--- config.mk ---
export PLATFORM = sky130hd
export DESIGN_NAME = move_sequencer
export DESIGN_NICKNAME = d
export VERILOG_FILES = /design/src/rtl/move_sequencer_pkg.sv /design/src/rtl/move_sequencer_edge_pending.sv /design/src/rtl/move_sequencer.sv
export SDC_FILE = /design/constraint.sdc
export NUM_CORES = 1
export LEC_CHECK = 0
export BUFFER_PORTS_ARGS = -buffer_cell sky130_fd_sc_hd__buf_2
export CORE_ASPECT_RATIO = 0.9
export CORE_MARGIN = 5
export CORE_UTILIZATION = 55
export CTS_CLUSTER_SIZE = 16
export DETAILED_ROUTE_END_ITERATION = 8
export GPL_TIMING_DRIVEN = 0
export PLACE_DENSITY_LB_ADDON = 0.25
export SYNTH_ARGS = -nofsm -noshare
export SYNTH_HDL_FRONTEND = slang
export SYNTH_SLANG_ARGS = --single-unit
export TNS_END_PERCENT = 30
--- constraint.sdc ---
create_clock -name clk -period 2.16 [get_ports clk]
set_input_delay 0 -clock clk [delete_from_list [all_inputs] [get_ports clk]]
set_output_delay 0 -clock clk [all_outputs]
set_load 0.01 [all_outputs]
--- src/rtl/move_sequencer_pkg.sv ---
// Shared types and defaults for the move sequencer: FSM states, move directions
// and the parameter defaults used by the top and the edge_pending sub-module.
package move_sequencer_pkg;

    typedef enum logic [2:0] {
        IDLE,
        SPAWN,
        READY,
        SETTLE,
        LOCK
    } state_t;

    typedef enum logic [2:0] {
        DIR_NONE,
        DIR_DOWN,
        DIR_LEFT,
        DIR_RIGHT,
        DIR_UP
    } dir_t;

    localparam int DEF_LOCK_TICKS    = 2;
    localparam int DEF_SETTLE_CYCLES = 2;
    localparam int DEF_REPEAT_CYCLES = 10_000_000;
    localparam int CNT_W             = 4;

    // Bit position of a direction in the {up, right, left, down} move/enable vectors.
    function automatic logic [1:0] dir_bit(input dir_t d);
        case (d)
            DIR_LEFT:  dir_bit = 2'd1;
            DIR_RIGHT: dir_bit = 2'd2;
            DIR_UP:    dir_bit = 2'd3;
            default:   dir_bit = 2'd0;
        endcase
    endfunction

endpackage

--- src/rtl/move_sequencer_edge_pending.sv ---
// Rising-edge detector feeding a sticky pending flag; a new event wins over a clear.
// With AUTOREPEAT_EN defined, REPEAT_EN instances re-arm the flag while the input is held.
module edge_pending
    import move_sequencer_pkg::*;
#(
    parameter bit REPEAT_EN     = 1'b0,
    parameter int REPEAT_CYCLES = DEF_REPEAT_CYCLES
) (
    input  logic clk,
    input  logic rst_n,
    input  logic en_i,
    input  logic level_i,
    input  logic clr_i,
    output logic pending_o
);

    logic level_q;
    logic pending_q;
    logic pending_d;
    logic rise;
    logic set_evt;

    assign rise      = level_i & ~level_q;
    assign pending_o = pending_q;

    always_comb begin
        pending_d = pending_q;
        if (set_evt) begin
            pending_d = 1'b1;
        end else if (clr_i) begin
            pending_d = 1'b0;
        end
    end

    always_ff @(posedge clk or negedge rst_n) begin
        if (!rst_n) begin
            level_q   <= 1'b0;
            pending_q <= 1'b0;
        end else begin
            level_q   <= level_i;
            pending_q <= pending_d;
        end
    end

`ifdef AUTOREPEAT_EN
    if (REPEAT_EN) begin : g_repeat
        localparam int RPT_W = (REPEAT_CYCLES > 2) ? $clog2(REPEAT_CYCLES) : 1;
        logic [RPT_W-1:0] rpt_q;
        logic [RPT_W-1:0] rpt_d;
        logic             held;
        logic             rpt_hit;

        // Counter restarts on the initial edge and on release.
        assign held    = en_i & level_i & level_q;
        assign rpt_hit = held & (rpt_q == RPT_W'(REPEAT_CYCLES - 1));
        assign set_evt = en_i & (rise | rpt_hit);

        always_comb begin
            rpt_d = '0;
            if (held && !rpt_hit) begin
                rpt_d = rpt_q + RPT_W'(1);
            end
        end

        always_ff @(posedge clk or negedge rst_n) begin
            if (!rst_n) begin
                rpt_q <= '0;
            end else begin
                rpt_q <= rpt_d;
            end
        end
    end else begin : g_plain
        assign set_evt = en_i & rise;
    end
`else
    assign set_evt = en_i & rise;
`endif

endmodule

--- src/rtl/move_sequencer.sv ---
// Piece move sequencer: turns gravity ticks and button edges into one-cycle move
// commands, handles lock-out and respawn. AUTOREPEAT_EN enables held left/right repeat.
module move_sequencer
    import move_sequencer_pkg::*;
#(
    parameter int LOCK_TICKS    = DEF_LOCK_TICKS,
    parameter int SETTLE_CYCLES = DEF_SETTLE_CYCLES,
    parameter int REPEAT_CYCLES = DEF_REPEAT_CYCLES
) (
    input  logic clk,
    input  logic rst_n,
    input  logic start,
    input  logic tick,
    input  logic btn_up,
    input  logic btn_left,
    input  logic btn_right,
    input  logic up_en,
    input  logic down_en,
    input  logic left_en,
    input  logic right_en,
    input  logic spawn_ack,
    output logic move_up,
    output logic move_down,
    output logic move_left,
    output logic move_right,
    output logic spawn_req,
    output logic lock,
    output logic busy
);

    state_t           state_q, state_d;
    logic [CNT_W-1:0] lock_cnt_q, lock_cnt_d;
    logic [CNT_W-1:0] settle_cnt_q, settle_cnt_d;
    logic [3:0]       move_q, move_d;
    logic [3:0]       src, pend, svc, clr, en_vec;
    logic             active, flush;
    dir_t             sel;
    logic [1:0]       sel_bit;

    // Vectors ordered {up, right, left, down}; bit 0 is the gravity tick.
    assign src    = {btn_up, btn_right, btn_left, tick};
    assign en_vec = {up_en, right_en, left_en, down_en};
    assign active = (state_q != IDLE);

    genvar gi;
    generate
        for (gi = 0; gi < 4; gi++) begin : g_src
            // The tick flag is not flushed on spawn so it carries into the next piece.
            assign clr[gi] = svc[gi] | (flush & (gi != 0));
            edge_pending #(
                .REPEAT_EN     ((gi == 1) || (gi == 2)),
                .REPEAT_CYCLES (REPEAT_CYCLES)
            ) u_pend (
                .clk       (clk),
                .rst_n     (rst_n),
                .en_i      (active),
                .level_i   (src[gi]),
                .clr_i     (clr[gi]),
                .pending_o (pend[gi])
            );
        end
    endgenerate

    always_comb begin
        sel = DIR_NONE;
        if (pend[0]) begin
            sel = DIR_DOWN;
        end else if (pend[1]) begin
            sel = DIR_LEFT;
        end else if (pend[2]) begin
            sel = DIR_RIGHT;
        end else if (pend[3]) begin
            sel = DIR_UP;
        end
    end

    assign sel_bit = dir_bit(sel);

    always_comb begin
        state_d      = state_q;
        lock_cnt_d   = lock_cnt_q;
        settle_cnt_d = settle_cnt_q;
        move_d       = '0;
        svc          = '0;
        flush        = 1'b0;
        case (state_q)
            IDLE: begin
                if (start) state_d = SPAWN;
            end
            SPAWN: begin
                if (spawn_ack) begin
                    state_d    = READY;
                    lock_cnt_d = '0;
                    flush      = 1'b1;
                end
            end
            READY: begin
                if (sel != DIR_NONE) begin
                    svc[sel_bit] = 1'b1;
                    if (en_vec[sel_bit]) begin
                        move_d[sel_bit] = 1'b1;
                        settle_cnt_d    = '0;
                        state_d         = SETTLE;
                        if (sel == DIR_DOWN) lock_cnt_d = '0;
                    end else if (sel == DIR_DOWN) begin
                        lock_cnt_d = lock_cnt_q + CNT_W'(1);
                        if (lock_cnt_q == CNT_W'(LOCK_TICKS - 1)) state_d = LOCK;
                    end
                end
            end
            SETTLE: begin
                if (settle_cnt_q == CNT_W'(SETTLE_CYCLES - 1)) begin
                    state_d = READY;
                end else begin
                    settle_cnt_d = settle_cnt_q + CNT_W'(1);
                end
            end
            LOCK: begin
                state_d = SPAWN;
            end
            default: begin
                state_d = IDLE;
            end
        endcase
    end

    always_ff @(posedge clk or negedge rst_n) begin
        if (!rst_n) begin
            state_q      <= IDLE;
            lock_cnt_q   <= '0;
            settle_cnt_q <= '0;
            move_q       <= '0;
        end else begin
            state_q      <= state_d;
            lock_cnt_q   <= lock_cnt_d;
            settle_cnt_q <= settle_cnt_d;
            move_q       <= move_d;
        end
    end

    assign move_down  = move_q[0];
    assign move_left  = move_q[1];
    assign move_right = move_q[2];
    assign move_up    = move_q[3];
    assign spawn_req  = (state_q == SPAWN);
    assign lock       = (state_q == LOCK);
    assign busy       = (state_q != IDLE) && (state_q != READY);

endmodule
==> flow_metrics.tcl, run 1 <==
set metrics [dict create \
    num-nets-final 167 \
    pwr-share-seq 0.380 \
    number_of_placed_instances_with_taps_included 168 \
    leakage_nw 0.6802 \
    sw_frac_of_total 0.4363 \
    timing_max_transition_violations_final 0 \
    largest_family_of_logic_cells_by_synthesized_area "simple AND/OR/NAND/NOR gates" \
    placement.io_buffers 18 \
    synth-xor-area-share 0.01357 \
    setup_total_negative_slack_ns 0 \
    place_ws_ns 0.3495 \
    rows 16 \
    worstSkewPairLatency_ns 0.31 \
    yosys.area_share.simple 0.2684 \
    rsz0062_at_grt "false" \
    power.density_nw_per_um2 1226 \
    layout_setup_ws_ns 0.3125 \
    slew_at_the_pin_closest_to_its_max_slew_limit_ns 0.5094 \
    tritoncts_clock_tree "done" \
    clock_slew_at_the_register_clock_pins_of_the_worst_setup_and_hold_paths_ns 0.12 \
    grt_pass1_wl_um 4643 \
    via_count 1057 \
    drt-pass1-iter-count 4 \
    cp_data_required_time_ns 2.36 \
    clock-sinks 23 \
    category_of_the_most_critical_setup_path "reg2reg" \
    placement_cell_area_um2 1415 \
    internal_power_mw 1.031 \
    die_area_um2 3418 \
    ctsLongestPathBuffers 2 \
    clockPowerShare 0.106 \
    max-vdd-ir-drop_v 0.0007185 \
    final-instance-count-excl-fill 177 \
    grt_pass1_vias 1071 \
    end_kind "flop" \
    cts_buffers 3 \
    yosysWarningCount 0 \
    crit_arrival_ns 2.05 \
    synthMuxAreaShare 0.01550 \
    start_kind "flop" \
    grt_start_max_net_pins 24 \
    synth_sequential_area_ratio 0.4457 \
    ys_async_sr_fraction 1.000 \
    final_period_minus_worst_setup_slack_ns 1.847 \
    h-tree-depth 1 \
    class_of_the_worst_hold_path "in2reg" \
    synth_compound_area_frac 0.1802 \
    ctsRootBufferMaster "sky130_fd_sc_hd__clkbuf_4" \
    drt-vias-per-instance 5.972 \
    die_span_in_y_um 55.97 \
    crit_path_max_fanout 4 \
    layout_overhead_on_the_synthesized_area_pct 15.50 \
    syn_area_um2 1291 \
    routabilityCongestion 0.8462 \
    synth.net_count 139 \
    insertedDiodeCount 0 \
    post_synth_inst_count 123 \
    final_instance_area_um2 1491 \
    die_w_um 61.08 \
    detail_route.iter0.violations 45 \
    netlist-cell-type-count 50 \
    detail_route.wl_per_cell_um 15.25 \
    core_um2 2202 \
    grt_remaining_overflow 0 \
    clock.fmax_ghz 0.5413 \
    slew_headroom 0.6604 \
    switching_power_mw 0.7980 \
    drtAntennaViolNets 0 \
    post-cts-setup-buffers 0 \
    outcome "completed" \
    synth-edff-count 0 \
    timing.final.crit_share 0.8553 \
    start_util 0.5864 \
    max_cap_viol_count 0 \
    ys_flop_type "sky130_fd_sc_hd__dfrtp_1" \
    pin_count 19 \
    postSynthRegisterBits 23 \
    grt_antenna_before_repair 0 \
    final_hold_viol_count 0 \
    detailedPlacementHpwl_um 2045 \
    synth.avg_cell_area_um2 10.50 \
    fillers 172 \
    detail_route.drc_violations 0 \
    gr-usage-all-layers 0.1755 \
    finalSetupViolCount 0 \
    routed_wl_um 2700 \
    synthAdderAreaFrac 0.03876 \
    layout-drive-gt1-share 0.2867 \
    fin_skew_ns 0.005766 \
    power_frac_comb 0.514 \
]
-- power by group through the flow --
| stage | Combinational (mW) | Clock [mW] | Sequential (mW) |
|---|---|---|---|
| floorplan | 0.711 | 0 | 0.672 |
| finish | 0.941 | 0.194 | 0.694 |
| global placement | 0.890 | 0 | 0.688 |
| CTS | 0.936 | 0.200 | 0.690 |
| detailed placement | 0.927 | 0 | 0.700 |
| global route | 1.04 | 0.220 | 0.711 |
-- cells by family (layout without fill, tap and decap cells) --
kind of cell               count (synthesis)  after routing
xor gates and xnor gates                   2              2
AOI/OAI and AO/OA                         29             29
muxes                                      2              2
buffers and inverters                     10             37
DFF                                       23             23
adders and majority gates                  4              4
and+or+nand+nor                           53             53
-- placed cells by master (no fill, tap or decap), types with 3 or more instances in the layout --
| cell | count |
|---|---|
| sky130_fd_sc_hd__a21oi_1 | 4 |
| sky130_fd_sc_hd__and2_1 | 3 |
| sky130_fd_sc_hd__buf_2 | 21 |
| sky130_fd_sc_hd__clkbuf_4 | 3 |
| sky130_fd_sc_hd__dfrtp_1 | 23 |
| sky130_fd_sc_hd__dlygate4sd3_1 | 5 |
| sky130_fd_sc_hd__ha_1 | 4 |
| sky130_fd_sc_hd__inv_1 | 6 |
| sky130_fd_sc_hd__nand2_1 | 9 |
| sky130_fd_sc_hd__nand2b_1 | 4 |
| sky130_fd_sc_hd__nor2_1 | 8 |
| sky130_fd_sc_hd__nor3_1 | 5 |
| sky130_fd_sc_hd__o21ai_0 | 6 |
| sky130_fd_sc_hd__or2_2 | 3 |
-- sequential cells by signal, summed over array words and instances (netlist names) --
register                cells
settle_cnt_q                4
g_src.u_pend.pending_o      4
g_src.u_pend.level_q        4
move_q                      4
state_q                     3
lock_cnt_q                  4
-- metrics by stage --
step / hold slack, ns / power, mW / utilization
floorplan: -0.2956 / 1.383 / -
CTS: 0.02244 / 1.827 / 0.6773
detailed placement: 0.004549 / 1.627 / 0.6426
global placement: -0.004842 / 1.578 / 0.6426
finish: 0.03076 / 1.829 / 0.6773
global route: 0.03306 / 1.975 / 0.6773
-- area by class of cell --
type,instances,area [um2],area share
tap,27,33.78,0.02265
timing repair buffer,23,140.1,0.09396
buffer,4,26.28,0.01762
clock buffer,4,26.28,0.01762
multi-input combinational,90,666.9,0.4471
sequential,23,575.6,0.3859
inverter,6,22.52,0.01510
-- synth_stat cells (2+ instances only) --
cell,count,area share
sky130_fd_sc_hd__a21boi_0,2,0.012
sky130_fd_sc_hd__a21oi_1,4,0.016
sky130_fd_sc_hd__a311oi_1,2,0.014
sky130_fd_sc_hd__and2_1,3,0.015
sky130_fd_sc_hd__buf_2,3,0.012
sky130_fd_sc_hd__dfrtp_1,23,0.45
sky130_fd_sc_hd__ha_1,4,0.039
sky130_fd_sc_hd__inv_1,6,0.017
sky130_fd_sc_hd__mux2i_1,2,0.016
sky130_fd_sc_hd__nand2_1,9,0.026
sky130_fd_sc_hd__nand2b_1,4,0.019
sky130_fd_sc_hd__nand3_1,2,0.0078
sky130_fd_sc_hd__nand3b_1,2,0.012
sky130_fd_sc_hd__nor2_1,8,0.023
sky130_fd_sc_hd__nor3_1,5,0.019
sky130_fd_sc_hd__o21ai_0,6,0.023
sky130_fd_sc_hd__o31ai_1,2,0.012
sky130_fd_sc_hd__or2_2,3,0.015
sky130_fd_sc_hd__xor2_1,2,0.014
-- final timing paths --
| check | end | cells past startpoint | start | slack [ns] |
|---|---|---|---|---|
| hold reg to reg | g_src[2].u_pend.pending_o | 1 | g_src[2].u_pend.level_q | 0.48 |
| min in group asynchronous | move_q[3] | 2 | rst_n | 0.17 |
| max in group asynchronous | move_q[2] | 2 | rst_n | 1.64 |
| setup / recovery | state_q[0] | 6 | settle_cnt_q[1] | 0.31 |
| hold / removal | state_q[2] | 4 | left_en | 0.03 |
| setup reg to reg | state_q[0] | 6 | settle_cnt_q[1] | 0.31 |
-- layer usage --
| metal | share of wire | track usage | vias up |
|---|---|---|---|
| met5 | 0 | 0 | - |
| met3 | 0.064 | 0.04408 | 2 |
| met2 | 0.51 | 0.2870 | 30 |
| li1 | - | - | 500 |
| met1 | 0.43 | 0.2309 | 525 |
| met4 | 0.0037 | 0.03406 | 0 |
-- critical path, cell delays in order, from the launching register on --
cell	delay, ns
sky130_fd_sc_hd__dfrtp_1	0.44
sky130_fd_sc_hd__inv_1	0.07
sky130_fd_sc_hd__ha_1	0.13
sky130_fd_sc_hd__or3b_2	0.49
sky130_fd_sc_hd__a22oi_1	0.28
sky130_fd_sc_hd__mux2i_1	0.23
sky130_fd_sc_hd__o21ai_0	0.10
-- timing repair --
item                                   in CTS  in global routing
hold buffers                                5                  0
endpoints found under the hold margin      31                  0
resized for setup                           0                  0
No activity file was read; power rests on OpenSTA's default activity.
==> inputs of run 2 (changes only) <==
--- a/config.mk
+++ b/config.mk
@@ -8,11 +8,12 @@
 export BUFFER_PORTS_ARGS = -buffer_cell sky130_fd_sc_hd__buf_2
 export CORE_ASPECT_RATIO = 0.9
 export CORE_MARGIN = 5
-export CORE_UTILIZATION = 55
+export CORE_UTILIZATION = 60
 export CTS_CLUSTER_SIZE = 16
 export DETAILED_ROUTE_END_ITERATION = 8
 export GPL_TIMING_DRIVEN = 0
 export PLACE_DENSITY_LB_ADDON = 0.25
+export SLEW_MARGIN = 20
 export SYNTH_ARGS = -nofsm -noshare
 export SYNTH_HDL_FRONTEND = slang
 export SYNTH_SLANG_ARGS = --single-unit
==> constraint.sdc (replaced) <==
create_clock -name clk -period 2.17 [get_ports clk]
set_input_delay 0 -clock clk [delete_from_list [all_inputs] [get_ports clk]]
set_output_delay 0 -clock clk [all_outputs]
set_load 0.01 [all_outputs]
==> run 2 against run 1 <==
  * Sequential power about the same
  * Via count decreased by 3.3%
  * Critical path depth unchanged
  * Clock skew increased by 0.0012 ns
==> flow_metrics.tcl, run 2 (synthesis gave the netlist of run 1 again) <==
set metrics [dict create \
    outcome "completed" \
    mostFrequentLayoutCell "sky130_fd_sc_hd__dfrtp_1" \
    max-vdd-ir-drop_v 0.0008653 \
    cp_data_required_time_ns 2.39 \
    grt_remaining_overflow 0 \
    final-instance-count-excl-fill 178 \
    timing.final.crit_share 0.8135 \
    clock_slew_at_the_register_clock_pins_of_the_worst_setup_and_hold_paths_ns 0.13 \
    class_of_the_worst_hold_path "in2reg" \
    layout-drive-gt1-share 0.2914 \
    hold_slack_ns 0.02334 \
    detail_route.wl_per_cell_um 15.72 \
    final_hold_viol_count 0 \
    start_util 0.6085 \
    finalSetupViolCount 0 \
    detailedPlacementHpwl_um 2071 \
    via_count 1022 \
    whs_endpoint "lock_cnt_q[2]" \
    die_area_um2 3181 \
    num-nets-final 168 \
    slew_at_the_pin_closest_to_its_max_slew_limit_ns 0.5285 \
    detail_route.drc_violations 0 \
    clock-sinks 23 \
    layout_setup_ws_ns 0.4047 \
    end_kind "flop" \
    place_ws_ns 0.4319 \
    grt_start_max_net_pins 24 \
    rows 16 \
    h-tree-depth 1 \
    mostFrequentLayoutCells "sky130_fd_sc_hd__dfrtp_1 (23), sky130_fd_sc_hd__buf_2 (21), sky130_fd_sc_hd__nand2_1 (9)" \
    worstSkewPairLatency_ns 0.33 \
    crit_path_max_fanout 4 \
    detail_route.iter0.violations 20 \
    layout_overhead_on_the_synthesized_area_pct 16.38 \
    internal_power_mw 1.024 \
    tritoncts_clock_tree "done" \
    max_cap_viol_count 0 \
    reg2reg_to "state_q[0]" \
    clock.fmax_ghz 0.5665 \
    reg2reg_setup_slack_ns 0.40 \
    drt-vias-per-instance 5.742 \
    grt_use_met3 0.05995 \
    worst_hold_depth 4 \
    setup_total_negative_slack_ns 0 \
    category_of_the_most_critical_setup_path "reg2reg" \
    clockPowerShare 0.113 \
    reg2reg_from "settle_cnt_q[1]" \
    pin_count 19 \
    ctsLongestPathBuffers 2 \
    cts_buffers 3 \
    power.density_nw_per_um2 1221 \
    gr-usage-all-layers 0.2055 \
    placement.io_buffers 18 \
    die_w_um 58.90 \
    drt-pass1-iter-count 4 \
    rsz0062_at_grt "false" \
    drtAntennaViolNets 0 \
    grt_antenna_before_repair 0 \
    start_kind "flop" \
    grt_pass1_wl_um 4705 \
    routabilityCongestion 0.9018 \
    switching_power_mw 0.8110 \
    met1_track_demand_over_resource 0.2287 \
    routed_wl_um 2799 \
    most_utilized_layer_in_the_global_route_result "met2" \
    post-cts-setup-buffers 0 \
    sw_frac_of_total 0.4421 \
    final_period_minus_worst_setup_slack_ns 1.765 \
    core_um2 2122 \
    leakage_nw 0.6871 \
    insertedDiodeCount 0 \
    slew_headroom 0.6477 \
    timing_max_transition_violations_final 0 \
    number_of_placed_instances_with_taps_included 168 \
    power_frac_comb 0.507 \
    grt_pass1_vias 1044 \
    ctsRootBufferMaster "sky130_fd_sc_hd__clkbuf_4" \
    min_from "right_en" \
    die_span_in_y_um 54.01 \
    fillers 166 \
    met2_usage 0.3676 \
    fin_skew_ns 0.006934 \
    reg2reg_depth 6 \
    pwr-share-seq 0.379 \
    crit_arrival_ns 1.99 \
]
## run 2: cell count changes in the layout (fill, tap and decap cells not counted), sizes merged
cell / delta
clkbuf: -1
dlygate4sd3: +1
clkinv: +1
## run 2: worst max-delay path, cell delays in order, from the launching register on
cell	delay (ns)
sky130_fd_sc_hd__dfrtp_1	0.44
sky130_fd_sc_hd__inv_1	0.07
sky130_fd_sc_hd__ha_1	0.12
sky130_fd_sc_hd__or3b_2	0.46
sky130_fd_sc_hd__a22oi_1	0.28
sky130_fd_sc_hd__mux2i_1	0.21
sky130_fd_sc_hd__o21ai_0	0.09
## run 2: area by class of cell
class,instances,area [um2],share of cell area
multi-input combinational,90,666.9,0.4438
sequential,23,575.6,0.3830
timing repair buffer,24,150.1,0.09992
tap,27,33.78,0.02248
buffer,4,26.28,0.01749
clock buffer,3,22.52,0.01499
inverter,6,22.52,0.01499
clock inverter,1,5.005,0.003331
## run 2: power groups by stage
stage                     registers (mW)  clock network, mW  logic, mW
after floorplan                    0.669                  0      0.708
after global placement             0.688                  0      0.875
after detailed placement           0.702                  0      0.921
after CTS                          0.693              0.218      0.931
after global routing               0.713              0.230       1.04
final                              0.696              0.208      0.931
## run 2: metrics by stage
stage,util,cell area [um2],total power [mW]
after global placement,0.6669,1415,1.563
after global routing,0.7081,1503,1.979
after floorplan,-,1291,1.377
after detailed placement,0.6669,1415,1.623
after CTS,0.7081,1503,1.842
final,0.7081,1503,1.835
## run 2: worst max-delay path by stage
stage,startpoint,endpoint,cells after the start
3_3_place_gp,settle_cnt_q[1],state_q[0],6
5_1_grt,settle_cnt_q[0],state_q[0],5
3_5_place_dp,settle_cnt_q[1],state_q[0],6
2_1_floorplan,settle_cnt_q[1],state_q[0],6
6_report,settle_cnt_q[1],state_q[0],6
4_1_cts,settle_cnt_q[1],state_q[0],6
## run 2: timing repair
action	CTS	global route
resized for setup	0	0
hold endpoints to repair	32	0
hold buffers	6	0
## run 2: per-layer routing
layer / vias to the layer above / part of all wire
met4: 0 / 0.018
li1: 500 / -
met1: 491 / 0.43
met2: 24 / 0.49
met3: 7 / 0.058
met5: - / 0
